`src/rtl/fixed_divider.sv`:
```
// Sequential signed fixed-point divider (restoring, one quotient bit per cycle).
// Optional round-half-away-from-zero when DIVIDER_ROUND_EN is defined.
module fixed_divider #(
  parameter int unsigned Width    = 16,
  parameter int unsigned InPoint  = 10,
  parameter int unsigned OutPoint = 10
) (
  input  logic             clk_i,
  input  logic             rst_i,
  input  logic [Width-1:0] a_i,
  input  logic [Width-1:0] b_i,
  input  logic             in_valid_i,
  output logic             in_ready_o,
  output logic [Width-1:0] q_o,
  output logic             ovf_o,
  output logic             dz_o,
  output logic             out_valid_o,
  input  logic             out_ready_i
);

  // Input fraction bits cancel in the ratio; only OutPoint scales the dividend.
  localparam int unsigned Shift = OutPoint + InPoint - InPoint;
  localparam int unsigned N     = Width + Shift;
`ifdef DIVIDER_ROUND_EN
  localparam int unsigned Iter  = N + 1;
`else
  localparam int unsigned Iter  = N;
`endif
  localparam int unsigned CntW  = $clog2(Iter + 1);
  localparam logic [N:0]  MaxMag = (N+1)'((64'd1 << (Width-1)) - 64'd1);
  localparam logic [N:0]  MinMag = (N+1)'(64'd1 << (Width-1));

  typedef enum logic [1:0] {IDLE, DIV, FIX, DONE} state_e;

  state_e            state, state_n;
  logic [N-1:0]      dvd;
  logic [Width-1:0]  dvs;
  logic [Width-1:0]  rem;
  logic [Iter-1:0]   quo;
  logic [CntW-1:0]   cnt;
  logic              sign;
  logic              dz;
  logic              aneg;

  logic [Width-1:0]  abs_a, abs_b;
  logic [Width:0]    rem_sh, trial;
  logic              ge;
  logic [N:0]        mag;
  logic [Width-1:0]  fix_q;
  logic              fix_ovf;

  // State register
  always_ff @(posedge clk_i) begin
    if (rst_i) state <= IDLE;
    else       state <= state_n;
  end

  // Next-state logic
  always_comb begin
    state_n = state;
    case (state)
      IDLE: if (in_valid_i) state_n = DIV;
      DIV:  if (cnt == CntW'(1)) state_n = FIX;
      FIX:  state_n = DONE;
      DONE: if (out_ready_i) state_n = IDLE;
      default: state_n = IDLE;
    endcase
  end

  // Operand magnitudes; the most negative value maps to 2^(Width-1) unsigned
  always_comb begin
    abs_a = a_i[Width-1] ? Width'(0) - a_i : a_i;
    abs_b = b_i[Width-1] ? Width'(0) - b_i : b_i;
  end

  // One restoring trial subtraction
  always_comb begin
    rem_sh = {rem, dvd[N-1]};
    trial  = rem_sh - {1'b0, dvs};
    ge     = ~trial[Width];
  end

  // Sign application and saturation of the final magnitude
  always_comb begin
    fix_q   = '0;
    fix_ovf = 1'b0;
`ifdef DIVIDER_ROUND_EN
    mag = (N+1)'(quo[Iter-1:1]) + (N+1)'(quo[0]);
`else
    mag = (N+1)'(quo);
`endif
    if (dz) begin
      fix_q = aneg ? MinMag[Width-1:0] : MaxMag[Width-1:0];
    end else if (sign) begin
      if (mag > MinMag) begin
        fix_q   = MinMag[Width-1:0];
        fix_ovf = 1'b1;
      end else begin
        fix_q = Width'(0) - mag[Width-1:0];
      end
    end else if (mag > MaxMag) begin
      fix_q   = MaxMag[Width-1:0];
      fix_ovf = 1'b1;
    end else begin
      fix_q = mag[Width-1:0];
    end
  end

  // Datapath and registered outputs
  always_ff @(posedge clk_i) begin
    if (rst_i) begin
      dvd         <= '0;
      dvs         <= '0;
      rem         <= '0;
      quo         <= '0;
      cnt         <= '0;
      sign        <= 1'b0;
      dz          <= 1'b0;
      aneg        <= 1'b0;
      in_ready_o  <= 1'b1;
      q_o         <= '0;
      ovf_o       <= 1'b0;
      dz_o        <= 1'b0;
      out_valid_o <= 1'b0;
    end else begin
      in_ready_o <= (state_n == IDLE);
      case (state)
        IDLE: begin
          if (in_valid_i) begin
            dvd  <= N'(abs_a) << Shift;
            dvs  <= abs_b;
            rem  <= '0;
            quo  <= '0;
            cnt  <= CntW'(Iter);
            sign <= a_i[Width-1] ^ b_i[Width-1];
            dz   <= (b_i == '0);
            aneg <= a_i[Width-1];
          end
        end
        DIV: begin
          rem <= ge ? trial[Width-1:0] : rem_sh[Width-1:0];
          dvd <= dvd << 1;
          quo <= {quo[Iter-2:0], ge};
          cnt <= cnt - CntW'(1);
        end
        FIX: begin
          q_o         <= fix_q;
          ovf_o       <= fix_ovf;
          dz_o        <= dz;
          out_valid_o <= 1'b1;
        end
        DONE: begin
          if (out_ready_i) out_valid_o <= 1'b0;
        end
        default: ;
      endcase
    end
  end

endmodule

```
`config.mk`:
```
export PLATFORM = sky130hd
export DESIGN_NAME = fixed_divider
export DESIGN_NICKNAME = d
export VERILOG_FILES = /design/src/rtl/fixed_divider.sv
export SDC_FILE = /design/constraint.sdc
export NUM_CORES = 1
export LEC_CHECK = 0
export CORE_ASPECT_RATIO = 1.75
export CORE_MARGIN = 3
export CORE_UTILIZATION = 58
export CTS_CLUSTER_SIZE = 40
export DETAILED_ROUTE_END_ITERATION = 8
export PLACE_DENSITY = 0.85
export SETUP_SLACK_MARGIN = 0.2
export SKIP_LAST_GASP = 1
export SLEW_MARGIN = 20
export SYNTH_ARGS = -nofsm -noshare
export SYNTH_HDL_FRONTEND = slang
export SYNTH_SLANG_ARGS = --single-unit
```
`constraint.sdc`:
```
create_clock -name clk_i -period 3.3 [get_ports clk_i]
set_clock_uncertainty 0.1 [all_clocks]
set_input_delay 0.99 -clock clk_i [delete_from_list [all_inputs] [get_ports clk_i]]
set_output_delay 0.99 -clock clk_i [all_outputs]
set_load 0.01 [all_outputs]
```
======== Word-level counts from Yosys, hierarchy flattened ========
Cells that the tools add are included.
word-level totals
  latch bits .............................. 0
  RAM bits ................................ 0
  memories kept ........................... 0
  logic and storage cells ................. 63
  memory bits (read-only) ................. 0
  register bits ........................... 114
  output and inout bits ................... 20
  input port bits ......................... 36
cells by class
  div/mod/pow operators ................... 0
  order comparisons ....................... 2
  reduce and logical (&&, ||, !) cells .... 8
  shift operators ......................... 0
  add/subtract/negate cells ............... 5
  $mul .................................... 0
  bitwise gates (word level) .............. 2
  mux-type cells .......................... 26
  equality and inequality tests ........... 6
operators with widths
  operator               count
  $mux 16                9
  $pmux 26 s2            2
  $mux 26                2
  $sub 1x16->16 const A  3
  $pmux 16 s2            1
  $gt 26x15->1 const B   1
  $gt 26x16->1 const B   1
  $sub 17x16->17         1
  $logic_not 16->1       1
  $pmux 5 s2             1
  $pmux 2 s4             1
  $mux 2                 3
  $reduce_and 2->1       3
  $eq 5x1->1 const B     1
  $mux 1                 5
  $mux 5                 1
  $sub 5x1->5 const B    1
  $eq 2x2->1 const B     2
  $logic_not 2->1        2
  $ne 2x2->1 const B     2
  $reduce_bool 2->1      2
  $eq 2x1->1 const B     1
  $pmux 1 s2             1
  $not 1->1              1
  $xor 1x1->1            1

======== Longest topological paths before layout ========
Gate-level depths: netlist of the first run.
  depth in word-level cells ............... 4
  mapped depth ............................ 12
  gate-level depth less buffers ........... 11

======== Least setup slack after synthesis of the first run ========
OpenSTA, ideal clock, no wires.
  kind .................................... reg2reg
  from .................................... reg dvs[7]
  to ...................................... reg rem[10]
  clock period less this slack ............ 2932 ps
  data required time ...................... 3072 ps
  path buffers ............................ 2
  cell stages (with the launch flop) ...... 12
  library setup time ...................... 128 ps
  path slack .............................. 368 ps
  arrival ................................. 2704 ps
  cell sequence ........................... dfxtp_1 inv_1 ha_1 and3_1 clkbuf_1 a221oi_1 o21a_1 a31o_2 xor2_4 buf_4 mux2i_1 o21ai_0
between the ends
  word-level cells in the longest chain between the ends .. 3
RTL lines
  element                 line  source
  from (decl)             37    logic [Width-1:0] dvs;
  from (signal assigned)  131   dvs <= abs_b;
  $sub 17x16->17          79    trial = rem_sh - {1'b0, dvs};
  $mux 16                 141   rem <= ge ? trial[Width-1:0] : rem_sh[Width-1:0];
  $pmux 16 s2             127   case (state)
  to (signal assigned)    141
  to (decl)               38    logic [Width-1:0] rem;
Every way passes these cells.
A chain may end at the register's enable or synchronous reset.

======== Worst setup path after layout of the first run ========
  from .................................... reg quo[1]
  to ...................................... reg q_o[8]
between the ends
  word-level cells in the longest chain between the ends .. 4
  elaborated cells between the ends (all ways) .. 7
  classes of those cells .................. add/sub (1); order compare (2); mux (4)
RTL lines
  element                                     line     source
  from (decl)                                 39       logic [Iter-1:0] quo;
  from (signal assigned)                      143      quo <= {quo[Iter-2:0], ge};
  $gt 26x15->1, or another cell as far along  101      end else if (mag > MaxMag) begin
  $mux 16, on equally long branches           101, 95
  $mux 16 *                                   94       end else if (sign) begin
  $mux 16 *                                   92       if (dz) begin
  to (signal assigned)                        147      q_o <= fix_q;
  to (decl)                                   14       output logic [Width-1:0] q_o,
Every way passes the cells marked *; elsewhere a longest branch is shown, timed or not.

==> impl_metrics.toml, run 1 <==
[status]
outcome = "finished clean"

[clocking]
clk_path_buf_depth = 2
post_cts_resized = 0
clockRootBuffer = "clkbuf_16"
clk_pin_slew_ns = 0.07
cts_tree = "built"
h-tree-depth = 3
cts_made_buffers = 9
cts.sinks = 104
clkLatencyLatePin_ns = 0.34
post-cts-setup-buffers = 0
postCtsHoldBufs = 0

[finish]
syn_to_final_growth_pct = 18.0
n_fill_cell = 790
drive_gt1_share_pct = 7.59
finalCoreUtilization_pct = 70.1
num-nets-final = 857
stdcell_count = 929
antenna_cells = 0

[power_and_ir_drop]
p_leak_nw = 2.60
power.density_nw_per_um2 = 537
ir_drop_v = 0.000360

[die]
core_um2 = 9910
die_w_um = 82.2
dieArea_um2 = 11400
initial_core_util_pct = 59.4
num_rows = 48
die_y_um = 139
ioPinCount = 56

[timing]
post-route-worst-setup-slack_ns = 0.316
max_freq_mhz = 335
min_period_ns = 2.98
min_period_over_period_pct = 90.4
tns_ns = 0
rsz0062_at_grt = "false"
slew-limit-headroom_pct = 35.4
slew_viol_final = 0
setup_violations = 0
tightest_slew_ns = 0.965
timing.final.hold_violations = 0

[logic_synthesis]
synth_top_area_share_pct = 35.4
synthMuxAreaShare_pct = 2.72
synth_edf_count = 0
synth_warnings = 0
syn_area_um2 = 5890
synth_common_cells = "dfxtp_1, a21oi_1, nand2_1"
synthArstFlopShare_pct = 0
synth_top_family_by_area = "compound AO/OA/AOI/OAI gates"
synthAdderAreaFrac_pct = 4.80
synth_compound_area_share_pct = 25.4
synth_nets = 815
synthXorXnorAreaFrac_pct = 6.27
ys_ff_latch = 104
synthSimpleGateAreaFrac_pct = 19.8
synth_cell_types = 55
ys_seq_area_share_pct = 35.4
synthCells = 757
yosysTopAreaCell = "dfxtp_1"
synthFlopType = "dfxtp_1"
synth_most_common_cell = "dfxtp_1"
ys_top_cells_by_area = "dfxtp_1, a21oi_1, nand2_1, ha_1, nor2_1"
synth.avg_cell_area_um2 = 7.77

[grt]
grt_pass1_wl_um = 25500
grt_pass1_vias = 5660
antenna_found_initial = 0
grt_remaining_overflow = 0
grt_max_degree = 48
grt_usage_pct = 27.6

[routing]
drc_errors = 0
wirelength_um = 15800
via_per_inst = 6.28
vias = 5831
first_iter_violations = 384
dr.pass1.iters = 5
wire_per_inst_um = 17.0
ant_nets = 0

[setup_path]
crit_arrival_ns = 3.15
critical_path.max_fanout = 11
critPathLaunchType = "flip-flop"
cp_data_required_time_ns = 3.47
endpoint_kind = "flip-flop"
r2r_setup_slack_ns = 0.32
path_class = "flip-flop to flip-flop"
r2r_end = "q_o[8]"
r2r-start = "quo[1]"
r2r_cells = 10

[run]
cap_violations = 0

[hold_path]
min_from = "out_valid_o"
hp-class = "flip-flop to flip-flop"
hold_path_depth = 2
min_to = "out_valid_o"

[placed_design]
hpwlAfterDp_um = 11200
dp.cells = 913
gp_congestion = 0.904
io_buffers = 55
place_ws_ns = -0.0571
-- cell type report --
| type | count | area (um2) | share of cell area (%) |
|---|---|---|---|
| Tap cell | 125 | 156 | 2.25 |
| Inverter | 35 | 131 | 1.89 |
| Multi-Input combinational cell | 568 | 3540 | 51.0 |
| Clock buffer | 13 | 250 | 3.60 |
| Timing Repair Buffer | 81 | 757 | 10.9 |
| Sequential cell | 104 | 2080 | 30.0 |
| Clock inverter | 3 | 26.3 | 0.378 |
-- where the power goes --
group          leakage, nW  switching, mW  internal [mW]  total (mW)
logic                 1.62          0.738          0.576        1.31
registers            0.846         0.0732           1.33        1.40
clock network        0.134          0.467          0.539        1.01
total                 2.60           1.28           2.45        3.73
-- flip-flops by register name, summed over array words and instances, names as in the netlist --
register,count
quo,26
dvd,16
dvs,16
q_o,16
rem,16
cnt,5
state,2
aneg,1
dz,1
dz_o,1
in_ready_o,1
out_valid_o,1
ovf_o,1
sign,1
-- per-stage QoR --
stage | instance area, um2 | power [mW] | hold slack (ns)
floorplan | 5890 | 2.33 | 0.340
global placement | 6600 | 2.66 | 0.350
detailed placement | 6600 | 2.70 | 0.351
CTS | 6870 | 3.70 | 0.364
global route | 6940 | 3.91 | 0.383
finish | 6940 | 3.73 | 0.366
-- worst max path at each step --
stage                    to  depth (start not counted)   start
CTS                  q_o[8]                         10  quo[1]
global route        dvs[12]                          7  b_i[4]
detailed placement  dvs[12]                          7  b_i[4]
finish               q_o[8]                         10  quo[1]
global placement    dvs[12]                          7  b_i[4]
floorplan           rem[10]                         11  dvs[7]
-- per-layer routing --
layer | part of all wire, % | wire length [um] | global-route usage (%)
met4 | 3.5 | 548 | 12.8
met3 | 4.4 | 694 | 3.69
met1 | 38 | 5970 | 30.5
met5 | 0 | 0 | 0
met2 | 54 | 8570 | 50.1
-- layout by cell type, fill, tap and decap left out, drive strengths merged, types with 9 or more instances in the layout --
cell type	n
buf	27
a221oi	9
a211oi	20
nand2	87
ha	21
mux2i	16
dfxtp	104
nor2	57
inv	36
o22ai	11
nand3	41
o21ai	39
xor2	17
a21oi	88
clkdlybuf4s50	54
o31ai	11
nor3	17
clkbuf	13
xnor2	23
a22oi	15
-- kinds of logic after synthesis --
kind of cell	Yosys count
simple gates	252
compound gates	238
flops	104
buf+inv	85
xor+xnor	40
fa+ha+maj	22
mux	16
-- critical path: stages, from the launching register on --
cell and delay [ns]:
dfxtp_2 0.35, inv_1 0.08, ha_1 0.19, or3b_4 0.41
or4_4 0.44, or4b_4 0.55, a21oi_2 0.17, buf_6 0.16
nand2b_4 0.14, nand2_2 0.11, o22ai_2 0.22
Power figures use the tool's default switching activity.
==> inputs of run 2 (changes only) <==
--- a/constraint.sdc
+++ b/constraint.sdc
@@ -3,3 +3,3 @@
 set_input_delay 0.99 -clock clk_i [delete_from_list [all_inputs] [get_ports clk_i]]
 set_output_delay 0.99 -clock clk_i [all_outputs]
-set_load 0.01 [all_outputs]
+set_load 0.05 [all_outputs]
==> results of run 2 <==
Same layout as run 1 (identical final DEF). Status: finished clean.
